===== src/rtl/hazard_ctrl.sv =====
// Stall/forwarding controller for the D->E boundary with a Tuse/Tnew scoreboard and MD busy sequencer.
// Optional macro HAZARD_STALL_CNT_EN adds a 32-bit stall-cycle counter output (perf_stall_cnt).
module hazard_ctrl #(
    parameter int MULT_CYC = 5,
    parameter int DIV_CYC  = 10,
    parameter int CNT_W    = 4
) (
    input  logic        clk,
    input  logic        rst_n,
    input  logic [4:0]  read1addr_D,
    input  logic [4:0]  read2addr_D,
    input  logic [1:0]  tuse1_D,
    input  logic [1:0]  tuse2_D,
    input  logic        rfwe_D,
    input  logic [4:0]  writeaddr_D,
    input  logic [1:0]  tnew_D,
    input  logic        md_start_D,
    input  logic        md_div_D,
    input  logic        md_use_D,
    output logic        stall_D,
    output logic        CLR_E,
    output logic [1:0]  fwd1_D,
    output logic [1:0]  fwd2_D,
    output logic [1:0]  fwdA_E,
    output logic [1:0]  fwdB_E,
    output logic        md_busy
`ifdef HAZARD_STALL_CNT_EN
    ,
    output logic [31:0] perf_stall_cnt
`endif
);

    typedef enum logic {MD_IDLE, MD_BUSY} md_state_t;

    logic             e_we_reg, m_we_reg, w_we_reg;
    logic [4:0]       e_waddr_reg, m_waddr_reg, w_waddr_reg;
    logic [1:0]       e_tnew_reg, m_tnew_reg;
    logic [4:0]       e_r1_reg, e_r2_reg;
    logic             e_md_reg, e_div_reg;
    md_state_t        md_state_reg;
    logic [CNT_W-1:0] md_cnt_reg;

    logic [4:0] src_addr [2];
    logic [1:0] src_tuse [2];
    logic [4:0] e_src    [2];
    logic [1:0] fwd_d    [2];
    logic [1:0] fwd_e    [2];
    logic [1:0] stall_src;
    logic       stall;

    assign src_addr[0] = read1addr_D;
    assign src_addr[1] = read2addr_D;
    assign src_tuse[0] = tuse1_D;
    assign src_tuse[1] = tuse2_D;
    assign e_src[0]    = e_r1_reg;
    assign e_src[1]    = e_r2_reg;

    genvar gi;
    generate
        for (gi = 0; gi < 2; gi++) begin : g_src
            logic e_hit, m_hit, em_hit, ew_hit;

            assign e_hit  = (src_addr[gi] != 5'd0) && e_we_reg && (e_waddr_reg == src_addr[gi]);
            assign m_hit  = (src_addr[gi] != 5'd0) && m_we_reg && (m_waddr_reg == src_addr[gi]);
            assign em_hit = (e_src[gi] != 5'd0) && m_we_reg && (m_waddr_reg == e_src[gi]);
            assign ew_hit = (e_src[gi] != 5'd0) && w_we_reg && (w_waddr_reg == e_src[gi]);

            // A producer stalls the reader only if its result arrives later than the reader needs it.
            assign stall_src[gi] = (src_tuse[gi] != 2'd3) &&
                                   ((e_hit && (e_tnew_reg > src_tuse[gi])) ||
                                    (m_hit && (m_tnew_reg > src_tuse[gi])));

            assign fwd_d[gi] = (e_hit && (e_tnew_reg == 2'd0)) ? 2'd1 :
                               (m_hit && (m_tnew_reg == 2'd0)) ? 2'd2 : 2'd0;

            assign fwd_e[gi] = (em_hit && (m_tnew_reg == 2'd0)) ? 2'd1 :
                               ew_hit ? 2'd2 : 2'd0;
        end
    endgenerate

    // The MD op sitting in E counts as busy so the very next HI/LO user is held.
    assign md_busy = (md_state_reg == MD_BUSY) | e_md_reg;
    assign stall   = (|stall_src) | (md_use_D & md_busy);
    assign stall_D = stall;
    assign CLR_E   = stall;
    assign fwd1_D  = fwd_d[0];
    assign fwd2_D  = fwd_d[1];
    assign fwdA_E  = fwd_e[0];
    assign fwdB_E  = fwd_e[1];

    always_ff @(posedge clk or negedge rst_n) begin
        if (!rst_n) begin
            e_we_reg    <= 1'b0;
            e_waddr_reg <= 5'd0;
            e_tnew_reg  <= 2'd0;
            e_r1_reg    <= 5'd0;
            e_r2_reg    <= 5'd0;
            e_md_reg    <= 1'b0;
            e_div_reg   <= 1'b0;
            m_we_reg    <= 1'b0;
            m_waddr_reg <= 5'd0;
            m_tnew_reg  <= 2'd0;
            w_we_reg    <= 1'b0;
            w_waddr_reg <= 5'd0;
        end else begin
            if (stall) begin
                e_we_reg    <= 1'b0;
                e_waddr_reg <= 5'd0;
                e_tnew_reg  <= 2'd0;
                e_r1_reg    <= 5'd0;
                e_r2_reg    <= 5'd0;
                e_md_reg    <= 1'b0;
                e_div_reg   <= 1'b0;
            end else begin
                e_we_reg    <= rfwe_D;
                e_waddr_reg <= writeaddr_D;
                e_tnew_reg  <= tnew_D;
                e_r1_reg    <= read1addr_D;
                e_r2_reg    <= read2addr_D;
                e_md_reg    <= md_start_D;
                e_div_reg   <= md_div_D;
            end
            m_we_reg    <= e_we_reg;
            m_waddr_reg <= e_waddr_reg;
            m_tnew_reg  <= (e_tnew_reg == 2'd0) ? 2'd0 : e_tnew_reg - 2'd1;
            w_we_reg    <= m_we_reg;
            w_waddr_reg <= m_waddr_reg;
        end
    end

    always_ff @(posedge clk or negedge rst_n) begin
        if (!rst_n) begin
            md_state_reg <= MD_IDLE;
            md_cnt_reg   <= '0;
        end else begin
            case (md_state_reg)
                MD_IDLE: begin
                    if (e_md_reg) begin
                        md_state_reg <= MD_BUSY;
                        md_cnt_reg   <= e_div_reg ? CNT_W'(DIV_CYC) : CNT_W'(MULT_CYC);
                    end
                end
                MD_BUSY: begin
                    if (md_cnt_reg == CNT_W'(1)) begin
                        md_state_reg <= MD_IDLE;
                        md_cnt_reg   <= '0;
                    end else begin
                        md_cnt_reg   <= md_cnt_reg - CNT_W'(1);
                    end
                end
                default: begin
                    md_state_reg <= MD_IDLE;
                    md_cnt_reg   <= '0;
                end
            endcase
        end
    end

`ifdef HAZARD_STALL_CNT_EN
    always_ff @(posedge clk or negedge rst_n) begin
        if (!rst_n)
            perf_stall_cnt <= 32'd0;
        else if (stall)
            perf_stall_cnt <= perf_stall_cnt + 32'd1;
    end
`endif

endmodule


===== config.mk =====
export PLATFORM = sky130hd
export DESIGN_NAME = hazard_ctrl
export DESIGN_NICKNAME = d
export VERILOG_FILES = /design/src/rtl/hazard_ctrl.sv
export SDC_FILE = /design/constraint.sdc
export NUM_CORES = 1
export LEC_CHECK = 0
export CELL_PAD_IN_SITES_DETAIL_PLACEMENT = 1
export CELL_PAD_IN_SITES_GLOBAL_PLACEMENT = 1
export CORE_ASPECT_RATIO = 0.7
export CORE_MARGIN = 5
export CORE_UTILIZATION = 46
export CTS_BUF_LIST = sky130_fd_sc_hd__clkbuf_8
export DETAILED_ROUTE_END_ITERATION = 8
export PLACE_DENSITY = 0.95
export SYNTH_ARGS = -nofsm -noshare
export SYNTH_HDL_FRONTEND = slang
export SYNTH_SLANG_ARGS = --single-unit
export TNS_END_PERCENT = 1

===== constraint.sdc =====
create_clock -name clk -period 5.9 [get_ports clk]
set_clock_uncertainty 0.2 [all_clocks]
set_input_delay 1.77 -clock clk [delete_from_list [all_inputs] [get_ports clk]]
set_output_delay 1.77 -clock clk [all_outputs]
set_load 0.02 [all_outputs]

; ---- Word-level counts from Yosys, hierarchy flattened
; Index checks and enable logic that the tools add are counted.
[word_totals]
out_inout_bits = 11
in_bits = 27
word_cells = 96
reg_bits = 39
[classes]
eq_ne = 12
n_addsub = 2
n_bitwise = 4
magnitude_cmp = 4
n_mux = 23
reduce_logical = 37
[op_table]
columns = op, count
row1 = $eq 5x5->1, 8
row2 = $logic_and 1x1->1, 28
row3 = $mux 2, 10
row4 = $reduce_bool 5->1, 4
row5 = $mux 5, 3
row6 = $mux 4, 3
row7 = $gt 2x2->1, 4
row8 = $pmux 4 s2, 1
row9 = $ne 2x2->1 const B, 3
row10 = $mux 1, 5
row11 = $eq 4x1->1 const B, 1
row12 = $logic_not 2->1, 2
row13 = $sub 4x1->4 const B, 1
row14 = $logic_or 1x1->1, 2
row15 = $or 1x1->1, 2
row16 = $pmux 1 s2, 1
row17 = $reduce_or 2->1, 1
row18 = $sub 2x1->2 const B, 1
row19 = $and 1x1->1, 1
row20 = $not 1->1, 1

; ---- Logic depth before layout (Yosys ltp)
[depth]
word_depth = 9
depth_mapped = 8
depth_no_buf = 7

; ---- Least setup slack after synthesis
; OpenSTA, ideal clock, no wires.
[synth_path]
path_type = input port to output port
startpoint = input port tuse1_D[1]
endpoint = output port stall_D
stages = 8
path_buffers = 2
required_time_ns = 3.930
arrival_time_ns = 3.290
path_slack_ns = 0.640
cell_sequence = inv_1 > ha_1 > nor2b_1 > o21ai_0 > o31a_1 > clkbuf_1 > nand3b_1 > buf_4
[synth_between]
elab_chain_len = 6
word_cells_on_any_way = 9
cone_classes = 2 x order compare / 1 x eq/ne / 1 x bitwise / 5 x reduce/logical
[synth_rtl]
columns = element, line
row1 = start: declaration, 12  ; input logic [1:0] tuse1_D,
row2 = $gt 2x2->1 (on tied branches), "70, 71"
row3 = $logic_and 1x1->1 (on tied branches), "70, 71"
row4 = $logic_or 1x1->1, 70  ; ((e_hit && (e_tnew_reg > src_tuse[gi])) ||
row5 = $logic_and 1x1->1 (*), 69  ; assign stall_src[gi] = (src_tuse[gi] != 2'd3) &&
row6 = $reduce_or 2->1 (*), 83  ; assign stall = (|stall_src) | (md_use_D & md_busy);
row7 = $or 1x1->1 (*), 83
row8 = end: declaration, 20  ; output logic stall_D,
; Mark *: on every way between the ends. The rest lies on a longest branch, timed or not.

; ---- Final worst setup path
[layout_path]
startpoint = input port read1addr_D[3]
endpoint = output port fwd1_D[1]
[layout_between]
elab_chain_len = 6
word_cells_on_any_way = 11
cone_classes = 2 x eq/ne / 2 x mux / 7 x reduce/logical
[layout_rtl]
columns = element, line
row1 = start: declaration, 10  ; input logic [4:0] read1addr_D,
row2 = $reduce_bool 5->1, "63, 64"
row3 = $logic_and 1x1->1 (2 in a row), 64  ; assign m_hit = (src_addr[gi] != 5'd0) && m_we_reg && (m_waddr_reg == src_addr[gi]);
row4 = $logic_and 1x1->1, 74  ; (m_hit && (m_tnew_reg == 2'd0)) ? 2'd2 : 2'd0;
row5 = $mux 2, 74
row6 = $mux 2 (*), 73  ; assign fwd_d[gi] = (e_hit && (e_tnew_reg == 2'd0)) ? 2'd1 :
row7 = end: declaration, 22  ; output logic [1:0] fwd1_D,
; Marks and branches as above.

==> results.md <==
### Outcome
* **result of the run** complete, no violations

### Floorplanning
* **I/O pin count** 38
* **area of the die** 6440 um2
* **Initial Utilization** 47.3%
* **die outline width** 93.8 um
* **number of rows created at floorplan** 21
* **chip height** 68.7 um
* **core region area** 4780 um2

### Pwr
* **switching power as a share of total power** 35.3%
* **Max rail drop VDD** 0.172 mV
* **static leakage power** 1.26 nW
* **cell internal power dissipation** 0.595 mW
* **Clock power frac** 25.1%
* **sequential share of power** 42.9%
* **power density relative to cell area** 322 nW/um2
* **relative contribution of combinational cells to total power** 32.0%
* **overall power of the completed layout** 0.919 mW
* **net switching power figure** 0.324 mW

### Global route
* **M2 GR Usage** 41.1%
* **global-route wire length before repair** 10600 um
* **via count of the first global-routing pass** 2107
* **met1 demand-to-capacity share in global routing** 25.8%
* **aggregate global-route resource usage** 22.1%
* **grt peak-use layer** met2
* **met3 Resource Use GR** 4.01%
* **number of antenna violations at the first check in global routing** 0
* **GRT Residual Overflow** 0
* **maximum number of pins on one net before global-route repair** 40

### Clock tree
* **root buffer cell** sky130_fd_sc_hd__clkbuf_8
* **CTS tree** yes
* **Setup Fix Bufs, Post-CTS** 0
* **number of sinks handled by clock tree synthesis** 39
* **number of buffers inserted by hold repair at cts** 0
* **number of buffers created by CTS** 5
* **H-tree levels** 2
* **maximum buffer depth of the clock tree** 2
* **clock-pin slew reported for the worst setup and hold paths after clock tree synthesis** 0.08 ns
* **insertion delay of the later-clocked pin in the worst-skew pair** 0.30 ns

### Timing
* **count of pins over their slew limit** 0
* **setup repair after global routing missed its margin** no
* **highest attainable clock frequency** 171 MHz
* **smallest setup slack after layout** 0.0352 ns
* **actual slew at the worst max-slew pin** 0.846 ns
* **share of the clock period used by the worst path** 99.4%
* **post-layout minimum cycle time** 5.86 ns
* **total of endpoints with negative setup slack in the final report** 0
* **tightest hold margin** 0.229 ns
* **count of endpoints failing hold in the final timing report** 0
* **worst rel slew slack** 43.6%

### Setup path
* **type of the setup path with the least slack** primary input to output port
* **cell-by-cell trace of the critical path** clkdlybuf4s50_1, nor3_1, a211o_1, nor3_1, nor2_1, clkdlybuf4s50_1
* **critical path fanouts, max** 4
* **slowest cell on the critical path** sky130_fd_sc_hd__clkdlybuf4s50_1
* **required time reported for the critical path endpoint** 3.93 ns
* **capturing element type of the critical path** output port
* **register-to-register path setup slack** 3.61 ns
* **data arrival time of the critical path** 3.89 ns
* **startpoint type of the worst setup path** primary input
* **worst path buffer plus inverter count** 2
* **largest stage delay on the critical path** 0.60 ns
* **critical path's top delay family** buffers and inverters

### Routing
* **detailed-route wire length per cell** 18.4 um
* **number of remaining DRC errors** 0
* **WL final** 6310 um
* **via count** 1837
* **length of the first detailed-routing pass in iterations** 4
* **1st-iter DRT viols** 89
* **via/cell ratio** 5.37
* **Final ANT Viol Nets** 0

### Job
* **max-cap violation count** 0

### Final layout
* **Diodes inserted** 0
* **layout cells sized above 1** 16.5%
* **multi-input combinational cell area** 1190 um2
* **area of all placed cells without fillers** 2850 um2
* **Layout Nets** 309
* **Final Core Density** 59.7%
* **Filler Cell Count** 538
* **P&R area growth vs syn** 26.2%
* **area taken by flip-flops and latches** 976 um2

### Synth
* **flip-flop and latch count after synthesis** 39
* **number of enable-type register cells in the synthesized netlist** 0
* **Post-Synthesis Net Count** 263
* **number of standard cells after synthesis** 226
* **prevailing post-synth register cell** sky130_fd_sc_hd__dfrtp_1
* **cell area after synthesis** 2260 um2
* **syn_area_per_cell** 10.0 um2
* **number of warnings issued by yosys** 0
* **number of distinct library cells after synthesis** 40
* **share of flip-flops with an asynchronous set or reset after synthesis** 100%
* **register area share after synthesis** 43.1%

### Worst hold path
* **Hold Path Class** register to register

### Placed design
* **count of port buffers added during placement** 37
* **half-perimeter wire length after detailed placement** 4820 um
* **cell area after placement** 2740 um2
* **final weighted congestion of routability-driven global placement** 0.843
* **pre-CTS worst setup slack** -0.105 ns

-- cell usage after synthesis (2+ instances only) --
library cell	n	area share, %
sky130_fd_sc_hd__dfrtp_1	39	43
sky130_fd_sc_hd__nand3_1	21	4.6
sky130_fd_sc_hd__xnor2_1	21	8.1
sky130_fd_sc_hd__nor2_2	19	5.3
sky130_fd_sc_hd__xor2_1	19	7.4
sky130_fd_sc_hd__inv_1	13	2.2
sky130_fd_sc_hd__ha_1	10	5.5
sky130_fd_sc_hd__nand2_1	10	1.7
sky130_fd_sc_hd__nand4_1	8	2.2
sky130_fd_sc_hd__nor2_1	8	1.3
sky130_fd_sc_hd__o21ai_0	7	1.5
sky130_fd_sc_hd__clkbuf_1	5	0.83
sky130_fd_sc_hd__nor2b_1	5	1.4
sky130_fd_sc_hd__nor3_1	5	1.1
sky130_fd_sc_hd__nor4_1	5	1.4
sky130_fd_sc_hd__a21oi_1	2	0.44
sky130_fd_sc_hd__buf_6	2	1.0
sky130_fd_sc_hd__nor4_2	2	1.1
sky130_fd_sc_hd__o2111ai_2	2	1.3
sky130_fd_sc_hd__o211a_1	2	0.88
sky130_fd_sc_hd__or4_1	2	0.66
-- through the flow --
stage               std cells  TNS [ns]
floorplan                 226         0
global placement          334   -0.0897
detailed placement        334    -0.289
CTS                       342         0
global route              342         0
finish                    342         0
-- area by class of cell --
type	count	share of cell area [%]
Clock buffer	6	2.89
Clock inverter	2	1.23
Inverter	13	1.71
Multi-Input combinational cell	166	41.6
Sequential cell	39	34.2
Tap cell	69	3.02
Timing Repair Buffer	47	15.3
-- kinds of logic after synthesis --
group / count (synthesis) / share of synthesized area, %
AND/OR/NAND/NOR: 93 / 23.5
XOR/XNOR: 40 / 15.5
flip-flops: 39 / 43.1
adder cells (fa/ha/maj): 10 / 5.53
buffers and inverters: 21 / 4.31
AO/OA/AOI/OAI: 23 / 8.02
-- worst register-to-register path, stage by stage, from the launching register on --
cell	delay, ns
sky130_fd_sc_hd__dfrtp_1	0.48
sky130_fd_sc_hd__xor2_1	0.22
sky130_fd_sc_hd__nor4_2	0.33
sky130_fd_sc_hd__buf_4	0.18
sky130_fd_sc_hd__o2111ai_2	0.12
sky130_fd_sc_hd__a22oi_2	0.18
sky130_fd_sc_hd__buf_4	0.37
sky130_fd_sc_hd__nor2_2	0.08
-- what timing repair did --
| item | 4_1_cts | 5_1_grt |
|---|---|---|
| endpoints found under the setup margin | 3 | 0 |
| endpoints found under the hold margin | 0 | 0 |
| gates resized for setup | 3 | 0 |
-- routing by layer --
| metal | wire (um) | share of wire [%] |
|---|---|---|
| met1 | 2740 | 44 |
| met2 | 3230 | 51 |
| met3 | 205 | 3.2 |
| met4 | 124 | 2.0 |
| met5 | 0 | 0 |
-- power groups by stage --
stage,Combinational (mW),Clock (mW),Sequential (mW)
6_report,0.294,0.231,0.395
5_1_grt,0.329,0.248,0.406
4_1_cts,0.297,0.233,0.395
3_3_place_gp,0.275,0,0.394
2_1_floorplan,0.208,0,0.369
3_5_place_dp,0.293,0,0.399
-- final timing paths --
kind | startpoint | to | cells past startpoint
min | m_we_reg | w_we_reg | 0
max | read1addr_D[3] | fwd1_D[1] | 6
max in group asynchronous | rst_n | w_waddr_reg[2] | 1
min in group asynchronous | rst_n | e_div_reg | 1
min reg2reg | m_we_reg | w_we_reg | 0
max reg2reg | m_waddr_reg[0] | e_r1_reg[2] | 7
-- cells in the final DEF (no fill, tap or decap), types with 5 or more instances in the layout --
cell	instances
sky130_fd_sc_hd__dfrtp_1	39
sky130_fd_sc_hd__clkdlybuf4s50_1	33
sky130_fd_sc_hd__xnor2_1	21
sky130_fd_sc_hd__nand3_1	21
sky130_fd_sc_hd__xor2_1	19
sky130_fd_sc_hd__nor2_2	19
sky130_fd_sc_hd__inv_1	13
sky130_fd_sc_hd__nand2_1	10
sky130_fd_sc_hd__ha_1	10
sky130_fd_sc_hd__buf_4	10
sky130_fd_sc_hd__nor2_1	8
sky130_fd_sc_hd__nand4_1	8
sky130_fd_sc_hd__o21ai_0	7
sky130_fd_sc_hd__clkbuf_8	6
sky130_fd_sc_hd__nor2b_1	5
sky130_fd_sc_hd__nor4_1	5
sky130_fd_sc_hd__nor3_1	5
Note: power is estimated with default switching activity, not from simulation.
